`config.mk`:
```
export PLATFORM = sky130hd
export DESIGN_NAME = operand_sequencer
export DESIGN_NICKNAME = d
export VERILOG_FILES = /design/src/rtl/logic_seq_pkg.sv /design/src/rtl/btn_conditioner.sv /design/src/rtl/operand_sequencer.sv
export SDC_FILE = /design/constraint.sdc
export NUM_CORES = 1
export LEC_CHECK = 0
export CELL_PAD_IN_SITES_DETAIL_PLACEMENT = 1
export CELL_PAD_IN_SITES_GLOBAL_PLACEMENT = 2
export CORE_ASPECT_RATIO = 1.25
export CORE_UTILIZATION = 28
export CTS_BUF_LIST = sky130_fd_sc_hd__clkbuf_4 sky130_fd_sc_hd__clkbuf_8
export DETAILED_ROUTE_END_ITERATION = 7
export GPL_TIMING_DRIVEN = 0
export PLACE_DENSITY_LB_ADDON = 0.1
export SYNTH_ARGS = -nofsm -noshare
export SYNTH_HDL_FRONTEND = slang
export SYNTH_SLANG_ARGS = --single-unit
```
`constraint.sdc`:
```
create_clock -name clk -period 4.15 [get_ports clk]
set_input_delay 0.415 -clock clk [delete_from_list [all_inputs] [get_ports clk]]
set_output_delay 0.415 -clock clk [all_outputs]
set_load 0.02 [all_outputs]
```
`src/rtl/logic_seq_pkg.sv`:
```
// Shared definitions for the operand sequencer.
//
// Holds the FSM state encoding (also the value shown on the status LEDs),
// the op-select codes understood by the downstream 4-bit logic unit, and a
// small helper that classifies an encoded state value as legal or not.
//
// The button conditioner's optional debounce stage is controlled by the
// DEBOUNCE_EN macro (see btn_conditioner.sv); nothing in this package
// depends on it.

package logic_seq_pkg;

  localparam int unsigned STATE_W = 3;

  // State encoding as seen on state_out.
  localparam logic [STATE_W-1:0] LD_X  = 3'd0;
  localparam logic [STATE_W-1:0] LD_Y  = 3'd1;
  localparam logic [STATE_W-1:0] LD_OP = 3'd2;
  localparam logic [STATE_W-1:0] EVAL  = 3'd3;
  localparam logic [STATE_W-1:0] HOLD  = 3'd4;

  typedef enum logic [STATE_W-1:0] {
    StLdX  = LD_X,
    StLdY  = LD_Y,
    StLdOp = LD_OP,
    StEval = EVAL,
    StHold = HOLD
  } state_e;

  // Op-select codes driven on s_out.
  localparam logic [1:0] OP_AND = 2'b00;
  localparam logic [1:0] OP_OR  = 2'b01;
  localparam logic [1:0] OP_XOR = 2'b10;
  localparam logic [1:0] OP_NOT = 2'b11;

  // Encodings above HOLD are unused; the FSM recovers from them to LD_X.
  function automatic logic is_legal_state(input logic [STATE_W-1:0] st);
    return st <= HOLD;
  endfunction

endpackage

```
`src/rtl/btn_conditioner.sv`:
```
// Pushbutton conditioner: turns a raw, asynchronous button level into a
// single-cycle press pulse in the clk domain.
//
//   raw -> 2-flop synchroniser -> [debounce] -> edge detect -> press
//
// Configuration:
//   DEBOUNCE_EN defined   - the conditioned level only follows the
//                           synchronised level after it has differed for
//                           DB_CYCLES consecutive cycles (adds DB_CYCLES
//                           cycles of press latency).
//   DEBOUNCE_EN undefined - the conditioned level is the synchroniser output.
//
// Ports:
//   clk   in  system clock, rising edge
//   rst   in  synchronous active-high reset, clears every stage
//   raw   in  raw pushbutton level (asynchronous to clk)
//   press out one-cycle pulse on each rising edge of the conditioned level

module btn_conditioner #(
  parameter int unsigned DB_CYCLES = 16
) (
  input  logic clk,
  input  logic rst,
  input  logic raw,
  output logic press
);

  if (DB_CYCLES < 1) begin : g_bad_db_cycles
    $error("DB_CYCLES must be at least 1");
  end

  logic sync_meta;
  logic btn_sync;
  logic btn_c;
  logic btn_c_prev;

  always_ff @(posedge clk) begin
    if (rst) begin
      sync_meta <= 1'b0;
      btn_sync  <= 1'b0;
    end else begin
      sync_meta <= raw;
      btn_sync  <= sync_meta;
    end
  end

`ifdef DEBOUNCE_EN
  localparam int unsigned CntW = $clog2(DB_CYCLES + 1);

  logic            btn_db;
  logic [CntW-1:0] db_cnt;

  // The counter tracks how long the synchronised level has disagreed with the
  // accepted level; any agreement (a bounce back) restarts the count.
  always_ff @(posedge clk) begin
    if (rst) begin
      btn_db <= 1'b0;
      db_cnt <= '0;
    end else if (btn_sync != btn_db) begin
      if (db_cnt == CntW'(DB_CYCLES - 1)) begin
        btn_db <= btn_sync;
        db_cnt <= '0;
      end else begin
        db_cnt <= db_cnt + 1'b1;
      end
    end else begin
      db_cnt <= '0;
    end
  end

  assign btn_c = btn_db;
`else
  assign btn_c = btn_sync;
`endif

  always_ff @(posedge clk) begin
    if (rst) begin
      btn_c_prev <= 1'b0;
    end else begin
      btn_c_prev <= btn_c;
    end
  end

  assign press = btn_c & ~btn_c_prev;

endmodule

```
`src/rtl/operand_sequencer.sv`:
```
// Front-end for the 4-bit logic unit.
//
// Successive button presses load operand x, operand y and the op select from
// the board switches. After the op select is loaded, one settle cycle lets the
// combinational logic unit produce its result, which is then captured and held
// with a valid flag until the consumer acknowledges it.
//
// Configuration: DEBOUNCE_EN (passed through to btn_conditioner) enables the
// DB_CYCLES-cycle debounce stage on load_btn.
//
// Ports:
//   clk          in   system clock, rising edge
//   rst          in   synchronous active-high reset
//   sw_in        in   W-bit operand switches, sampled on a press in LD_X/LD_Y
//   sel_in       in   op-select switches, sampled on a press in LD_OP
//   load_btn     in   raw pushbutton, asynchronous
//   ack_in       in   consumer acknowledge (level), honoured only in HOLD
//   x_out        out  registered operand x to the logic unit
//   y_out        out  registered operand y to the logic unit
//   s_out        out  registered op select to the logic unit
//   result_in    in   2W-bit combinational result from the logic unit
//   result_q     out  captured result
//   result_valid out  high while result_q awaits acknowledge
//   state_out    out  current FSM state for status LEDs

module operand_sequencer
  import logic_seq_pkg::*;
#(
  parameter int unsigned W         = 4,
  parameter int unsigned DB_CYCLES = 16
) (
  input  logic               clk,
  input  logic               rst,
  input  logic [W-1:0]       sw_in,
  input  logic [1:0]         sel_in,
  input  logic               load_btn,
  input  logic               ack_in,
  output logic [W-1:0]       x_out,
  output logic [W-1:0]       y_out,
  output logic [1:0]         s_out,
  input  logic [2*W-1:0]     result_in,
  output logic [2*W-1:0]     result_q,
  output logic               result_valid,
  output logic [STATE_W-1:0] state_out
);

  logic   press;
  state_e state;

  btn_conditioner #(
    .DB_CYCLES (DB_CYCLES)
  ) u_btn_conditioner (
    .clk   (clk),
    .rst   (rst),
    .raw   (load_btn),
    .press (press)
  );

  // Single registered FSM; operand and result registers only change on the
  // transition that loads them, so they hold across every other state.
  always_ff @(posedge clk) begin
    if (rst) begin
      state        <= StLdX;
      x_out        <= '0;
      y_out        <= '0;
      s_out        <= '0;
      result_q     <= '0;
      result_valid <= 1'b0;
    end else begin
      case (state)
        StLdX: begin
          if (press) begin
            x_out <= sw_in;
            state <= StLdY;
          end
        end
        StLdY: begin
          if (press) begin
            y_out <= sw_in;
            state <= StLdOp;
          end
        end
        StLdOp: begin
          if (press) begin
            s_out <= sel_in;
            state <= StEval;
          end
        end
        // s_out changed on the previous edge; result_in has settled by now.
        StEval: begin
          result_q     <= result_in;
          result_valid <= 1'b1;
          state        <= StHold;
        end
        // Presses here are dropped, including one coinciding with ack.
        StHold: begin
          if (ack_in) begin
            result_valid <= 1'b0;
            state        <= StLdX;
          end
        end
        default: begin
          state <= StLdX;
        end
      endcase
    end
  end

  assign state_out = state;

  // Keeps the legality helper tied to the live state encoding.
  logic state_legal;
  assign state_legal = is_legal_state(state);

  logic unused_state_legal;
  assign unused_state_legal = state_legal;

endmodule

```
==> run_results.csv, run 1 <==
group,metric,value,unit
floorplan,die_h,68.8,µm
detailed_routing,detail-route-antenna-nets,0,
grt,grt_first_pass_wirelength,3.80,mm
worst_setup_path,critPathLaunch,"state_out[2]$_SDFFE_PP0P_",
power,power.combinational.fraction,9.9,%
grt,global_route_congestion_overflow_total,0,
cts,cts_inserted_buffers,3,
yosys,synth_fp_nets,114,
power,vdd_drop_max,181,µV
grt,number_of_global_route_vias_before_repair,873,
timing,period_needed,1.85,ns
place,globalplace.congestion,0.643,
detailed_routing,drt-initial-drc-count,16,
power,internal_power,338,µW
cts,postCtsHoldBufs,0,
timing,timing.final.setup_violations,0,
worst_hold_path,worst_hold_startpoint,"u_btn_conditioner.sync_meta$_SDFF_PP0_",
yosys,ys_dominant_reg_cell,"dfxtp_1",
place,io_buffer_count,39,
detailed_routing,mean_number_of_vias_per_cell,4.64,
yosys,synth_mux_area_share,19.0,%
finish,finalCoreUtilization,44.8,%
worst_setup_path,critPathCaptureType,"primary output",
worst_setup_path,critical_path.reg2reg.startpoint,"u_btn_conditioner.btn_c_prev$_SDFF_PP0_",
worst_setup_path,ordered_list_of_cells_on_the_worst_path,"clkdlybuf4s50_1",
yosys,synth.distinct_cells,21,
yosys,yosys.area_share.simple,23.1,%
worst_setup_path,worstSetupPathType,"flip-flop to primary output",
worst_setup_path,endpoint_of_the_worst_slack_reg_to_reg_timing_path,"s_out[0]$_SDFFE_PP0P_",
yosys,ys_warn_count,0,
floorplan,initial_utilization,30.2,%
worst_setup_path,critPathCapture,"state_out[2]",
worst_setup_path,cells_on_worst_reg2reg_path,3,
floorplan,die_ar,3810,µm²
finish,nets,158,
yosys,syn-mean-instance-area,10.4,µm²
worst_setup_path,critical_path.max_fanout,9,
timing,achievable-frequency,542,MHz
yosys,synth-adder-area-share,0,%
cts,cts_tree,"done",
timing,worst_slew_pin_slew,0.626,ns
timing,report.final.slew_viol_count,0,
timing,final_min_period_over_clock_period,44.5,%
detailed_routing,drt_first_pass_iters,2,
timing,max_slew_margin,57.9,%
timing,hold_violations,0,
floorplan,die-width,55.4,µm
cts,cts_htree_levels,1,
floorplan,std_cell_rows,23,
yosys,synthCells,96,
cts,number_of_resized_instances_in_the_post_cts_repair_step,0,
detailed_routing,routedWlPerCell,12.4,µm
yosys,synth.largest_area_cell,"dfxtp_1",
yosys,area_share_of_the_leading_cell_type_in_the_synthesized_netlist,50.1,%
power,p_leak,0.609,nW
flow_run,maxCapViolations,0,
detailed_routing,detail_route.drc_violations,0,
finish,sequential_cell_area,500,µm²
timing,setup_tns,0,ns
outcome,status,"complete, no violations",
grt,global_router_s_overall_resource_usage,12.9,%
power,seqPwrFrac,56.1,%
yosys,synth_area_leaders,"dfxtp_1 50%, mux2i_1 19%, nand2b_1 11%, nor2_1 3.4%, nor2b_1 2.5%",
timing,finalClockSkew,0.00595,ns
yosys,main_combinational_cell_family_by_area_after_synthesis,"simple AND/OR/NAND/NOR gates",
timing,rsz_0062_raised_after_global_routing,"no",
floorplan,placeableCoreArea,3310,µm²
yosys,number_of_storage_elements_in_the_synthesis_netlist,25,
yosys,yosysMostFrequentCell,"dfxtp_1",
worst_setup_path,cp-start-kind,"flip-flop",
detailed_routing,dr_total_vias,817,
finish,fill_cells,381,
floorplan,num_io_pins,40,
power,power.share.switching,22.7,%
worst_setup_path,crit_slowest_cell,"clkdlybuf4s50_1",
cts,cts.root.buffer_cell,"clkbuf_8",
place,numPlacedInstances,172,
cts,clock_latency,0.27,ns
grt,grt_start_max_net_pins,16,
worst_setup_path,cpLargestDelayFamily,"buffers and inverters",
yosys,synth_edf_count,0,
worst_setup_path,worst_ep_arrival_time,1.43,ns
yosys,synth.yosys.seq_area_share,50.1,%
finish,area_delta_synth_final,48.6,%
place,placed_area,1440,µm²
yosys,synth_compound_gate_area_share,3.01,%
yosys,xor_and_xnor_fraction_of_the_mapped_netlist_area,0,%
worst_hold_path,worst_hold_path_type,"flip-flop to flip-flop",
power,pwr_density_cell,294,nW/µm²
cts,postCtsSetupBuffers,0,
worst_setup_path,cp_max_stage_delay,0.67,ns
detailed_routing,drt_wl_total,2.19,mm
finish,fin_cells,176,
finish,drive_above_1_share,7.91,%
worst_setup_path,timing.critical_path.required,3.73,ns
grt,grt_antenna_before_repair,0,
place,place_hpwl,1.69,mm
power,clkPwrFrac,34.1,%
cts,numClockSinks,25,
worst_setup_path,setup_slack_of_the_most_critical_reg_to_reg_path,2.72,ns
power,net-switching-power,99.0,µW
cts,clk_transition_reported_paths,0.09,ns
yosys,post_synth_most_frequent_cells,"25 x dfxtp_1, 19 x mux2i_1, 17 x nand2b_1",
finish,multi_input_comb_area,450,µm²
yosys,async_flop_share,0,%
finish,fin_area,1480,µm²
cts,cts.path.max_buffers,2,
worst_setup_path,critical_path_depth,1,
finish,num_antenna_cells,0,
worst_setup_path,worstPathBufferInverterCount,1,
yosys,syn_area,998,µm²
[kinds of logic after synthesis]
group	after synthesis
AOI/OAI and AO/OA	5
buffers and inverters	9
DFF	25
muxes	19
and+or+nand+nor	38
[through the flow]
stage / setup slack, ns / hold WS (ns) / power, mW
2_1_floorplan: 2.65 / 0.414 / 0.270
3_3_place_gp: 2.20 / 0.425 / 0.293
3_5_place_dp: 2.19 / 0.426 / 0.295
4_1_cts: 2.29 / 0.456 / 0.445
5_1_grt: 2.23 / 0.467 / 0.456
6_report: 2.30 / 0.449 / 0.437
[cell usage in the layout, fill, tap and decap left out]
cell type | netlist | final
mux2i_1 | 19 | 19
a21oi_1 | 3 | 3
nor4bb_1 | 1 | 1
or4_4 | 1 | 1
nor2b_1 | 4 | 4
clkdlybuf4s50_1 | 0 | 39
clkbuf_8 | 0 | 3
dfxtp_1 | 25 | 25
inv_1 | 1 | 1
inv_2 | 1 | 1
nand3_1 | 1 | 1
clkbuf_1 | 3 | 3
buf_6 | 1 | 1
clkinvlp_4 | 0 | 1
nor4b_1 | 1 | 1
nor3_1 | 2 | 2
nand2b_1 | 17 | 17
buf_4 | 1 | 1
nand3b_1 | 1 | 1
o31ai_1 | 1 | 1
buf_2 | 2 | 2
nor4_2 | 1 | 1
nor2_1 | 9 | 9
a211oi_1 | 1 | 1
[worst min-delay path by stage]
stage / end / cells after the start / slack (ns)
after floorplan: u_btn_conditioner.btn_c$_SDFF_PP0_ / 1 / 0.41
after global placement: u_btn_conditioner.btn_c$_SDFF_PP0_ / 1 / 0.43
after detailed placement: u_btn_conditioner.btn_c$_SDFF_PP0_ / 1 / 0.43
after CTS: u_btn_conditioner.btn_c$_SDFF_PP0_ / 1 / 0.46
after global routing: u_btn_conditioner.btn_c$_SDFF_PP0_ / 1 / 0.47
final: u_btn_conditioner.btn_c$_SDFF_PP0_ / 1 / 0.45
[state kept, by name, indices dropped and copies added (netlist names)]
name,cells
s_out,2
u_btn_conditioner.sync_meta,1
u_btn_conditioner.btn_c_prev,1
y_out,4
result_valid,1
state_out,3
result_q,8
x_out,4
u_btn_conditioner.btn_c,1
[worst reg2reg max path, cell delays in order (launching register included)]
cell	delay (ns)
dfxtp_1	0.32
nand2b_1	0.20
nor4b_1	0.58
mux2i_1	0.25
[per-layer routing]
| layer | global-route usage [%] | up-vias | part of all wire [%] |
|---|---|---|---|
| met2 | 27.0 | 24 | 56 |
| met5 | 0 | - | 0 |
| met4 | 6.56 | 0 | 0.87 |
| li1 | - | 405 | - |
| met3 | 2.99 | 2 | 6.1 |
| met1 | 11.7 | 386 | 37 |
[layout make-up]
| type | count | share of cell area, % |
|---|---|---|
| clock inverter | 1 | 0.506 |
| clock buffer | 3 | 2.78 |
| sequential | 25 | 33.7 |
| timing repair buffer | 39 | 26.3 |
| tap | 37 | 3.12 |
| buffer | 7 | 2.70 |
| multi-input combinational | 62 | 30.4 |
| inverter | 2 | 0.506 |
[power groups by stage]
stage	clock network, mW	registers [mW]	logic [mW]
after global routing	0.163	0.246	0.0476
after detailed placement	0	0.251	0.0440
after floorplan	0	0.253	0.0163
after global placement	0	0.250	0.0430
final	0.149	0.245	0.0431
after CTS	0.156	0.245	0.0441
Note: power is estimated with default switching activity, not from simulation.
==> run 2: changes to the inputs <==
--- a/config.mk
+++ b/config.mk
@@ -8,7 +8,7 @@
 export CELL_PAD_IN_SITES_DETAIL_PLACEMENT = 1
 export CELL_PAD_IN_SITES_GLOBAL_PLACEMENT = 2
 export CORE_ASPECT_RATIO = 1.25
-export CORE_UTILIZATION = 28
+export CORE_UTILIZATION = 23
 export CTS_BUF_LIST = sky130_fd_sc_hd__clkbuf_4 sky130_fd_sc_hd__clkbuf_8
 export DETAILED_ROUTE_END_ITERATION = 7
 export GPL_TIMING_DRIVEN = 0
==> constraint.sdc (replaced) <==
create_clock -name clk -period 1.6 [get_ports clk]
set_input_delay 0.16 -clock clk [delete_from_list [all_inputs] [get_ports clk]]
set_output_delay 0.16 -clock clk [all_outputs]
set_load 0.02 [all_outputs]
==> run_results.csv, run 2 (synthesis gave the netlist of run 1 again) <==
group,metric,value,unit
worst_setup_path,worstPathBufferInverterCount,1,
place,globalplace.congestion,0.670,
floorplan,die_h,75.7,µm
finish,num_antenna_cells,0,
finish,sequential_cell_area,502,µm²
finish,largest_register_ff_count,8,
worst_hold_path,worst_hold_path_type,"input port to flip-flop",
grt,grt_start_max_net_pins,15,
finish,fill_cells,485,
detailed_routing,drt-initial-drc-count,14,
power,vdd_drop_max,307,µV
place,io_buffer_count,39,
place,placed_area,1460,µm²
cts,cts_tree,"done",
detailed_routing,routedWlPerCell,11.7,µm
place,place_hpwl,1.73,mm
floorplan,die-width,60.9,µm
detailed_routing,drt_wl_total,2.28,mm
timing,worst_slew_pin_slew,0.664,ns
grt,global_router_s_overall_resource_usage,11.0,%
floorplan,initial_utilization,24.2,%
floorplan,die_ar,4610,µm²
finish,layout_top_registers,"result_q: 8 flops, x_out: 4 flops, y_out: 4 flops",
timing,period_needed,1.49,ns
detailed_routing,mean_number_of_vias_per_cell,4.16,
detailed_routing,detail_route.drc_violations,0,
grt,grt_first_pass_wirelength,3.74,mm
finish,finalCoreUtilization,36.5,%
finish,final_cell_mix,"39 x clkdlybuf4s50_1, 24 x dfxtp_1, 19 x mux2i_1, 17 x nand2b_1, 9 x nor2_1",
finish,area_delta_synth_final,50.9,%
grt,global_route_congestion_overflow_total,0,
finish,max_flop_register,"result_q",
floorplan,num_io_pins,40,
cts,cts_htree_levels,1,
cts,clk_transition_reported_paths,0.09,ns
cts,cts.path.max_buffers,2,
detailed_routing,drt_first_pass_iters,2,
grt,grt_antenna_before_repair,0,
finish,nets,158,
power,pwr_density_cell,747,nW/µm²
timing,hold_violations,0,
worst_setup_path,crit_slowest_cell,"clkdlybuf4s50_1",
flow_run,maxCapViolations,0,
worst_setup_path,worstSetupPathType,"flip-flop to primary output",
cts,clock_latency,0.27,ns
finish,layout_commonest_cell,"clkdlybuf4s50_1",
timing,report.final.slew_viol_count,0,
timing,achievable-frequency,670,MHz
timing,setup_ws,0.106,ns
outcome,status,"complete, no violations",
finish,drive_above_1_share,8.63,%
worst_setup_path,ordered_list_of_cells_on_the_worst_path,"clkdlybuf4s50_1",
floorplan,std_cell_rows,26,
place,numPlacedInstances,191,
worst_setup_path,cp_max_stage_delay,0.63,ns
detailed_routing,detail-route-antenna-nets,0,
cts,postCtsSetupBuffers,0,
worst_setup_path,critical_path.max_fanout,9,
finish,fin_cells,195,
cts,numClockSinks,25,
grt,number_of_global_route_vias_before_repair,859,
power,p_leak,0.613,nW
cts,cts_inserted_buffers,3,
worst_setup_path,critPathCaptureType,"primary output",
timing,timing.final.setup_violations,0,
timing,max_slew_margin,55.1,%
floorplan,placeableCoreArea,4130,µm²
finish,fin_area,1510,µm²
finish,multi_input_comb_area,450,µm²
timing,final_min_period_over_clock_period,93.4,%
worst_setup_path,cpLargestDelayFamily,"buffers and inverters",
worst_setup_path,cp-start-kind,"flip-flop",
worst_setup_path,worst_ep_arrival_time,1.33,ns
place,pre_cts_ws,-0.189,ns
detailed_routing,dr_total_vias,812,
worst_setup_path,timing.critical_path.required,1.44,ns
timing,rsz_0062_raised_after_global_routing,"no",
timing,finalClockSkew,0.00213,ns
cts,cts.root.buffer_cell,"clkbuf_8",
run 2: cell count changes in the layout (fill, tap and decap cells not counted), sizes merged:
cell / previous run / this run
clkinv: 0 / 1
clkinvlp: 1 / 0
run 2: power breakdown:
| group | internal, mW | switching, mW | leakage, nW |
|---|---|---|---|
| registers | 0.631 | 0.00432 | 0.203 |
| clock network | 0.174 | 0.203 | 0.0255 |
| logic | 0.0688 | 0.0434 | 0.385 |
| total | 0.874 | 0.251 | 0.613 |
run 2: repair_timing:
item                                   4_1_cts  5_1_grt
setup endpoints to repair                    1        0
endpoints found under the hold margin        0        0
hold buffers                                 0        0
gates resized for setup                      1        0
run 2: area by class of cell:
type	count	share of cell area [%]
Sequential cell	25	33.3
Multi-Input combinational cell	62	29.9
Timing Repair Buffer	39	25.9
Tap cell	56	4.65
Clock buffer	3	2.74
Buffer	7	2.66
Inverter	2	0.498
Clock inverter	1	0.332
run 2: per-stage QoR:
stage | power, mW | TNS [ns] | hold slack (ns)
after global routing | 1.18 | 0 | 0.448
after floorplan | 0.699 | 0 | 0.288
final | 1.12 | 0 | 0.441
after detailed placement | 0.765 | -1.77 | 0.433
after global placement | 0.762 | -1.16 | 0.430
after CTS | 1.15 | 0 | 0.439
run 2: worst paths after layout:
check                                                             start                                     end  slack, ns  cells after the start
worst max-delay path                          state_out[2]$_SDFFE_PP0P_                            state_out[2]       0.11                      1
worst min-delay path                                           load_btn  u_btn_conditioner.sync_meta$_SDFF_PP0_       0.44                      2
worst max register to register  u_btn_conditioner.btn_c_prev$_SDFF_PP0_                   s_out[1]$_SDFFE_PP0P_       0.14                      3
worst min register to register   u_btn_conditioner.sync_meta$_SDFF_PP0_      u_btn_conditioner.btn_c$_SDFF_PP0_       0.45                      1
run 2: per-layer routing:
| metal | part of all wire, % | up-vias | global-route usage (%) |
|---|---|---|---|
| met2 | 52 | 29 | 19.8 |
| met4 | 2.1 | 0 | 6.06 |
| met3 | 6.2 | 5 | 3.40 |
| met5 | 0 | - | 0 |
| li1 | - | 405 | - |
| met1 | 40 | 373 | 11.2 |
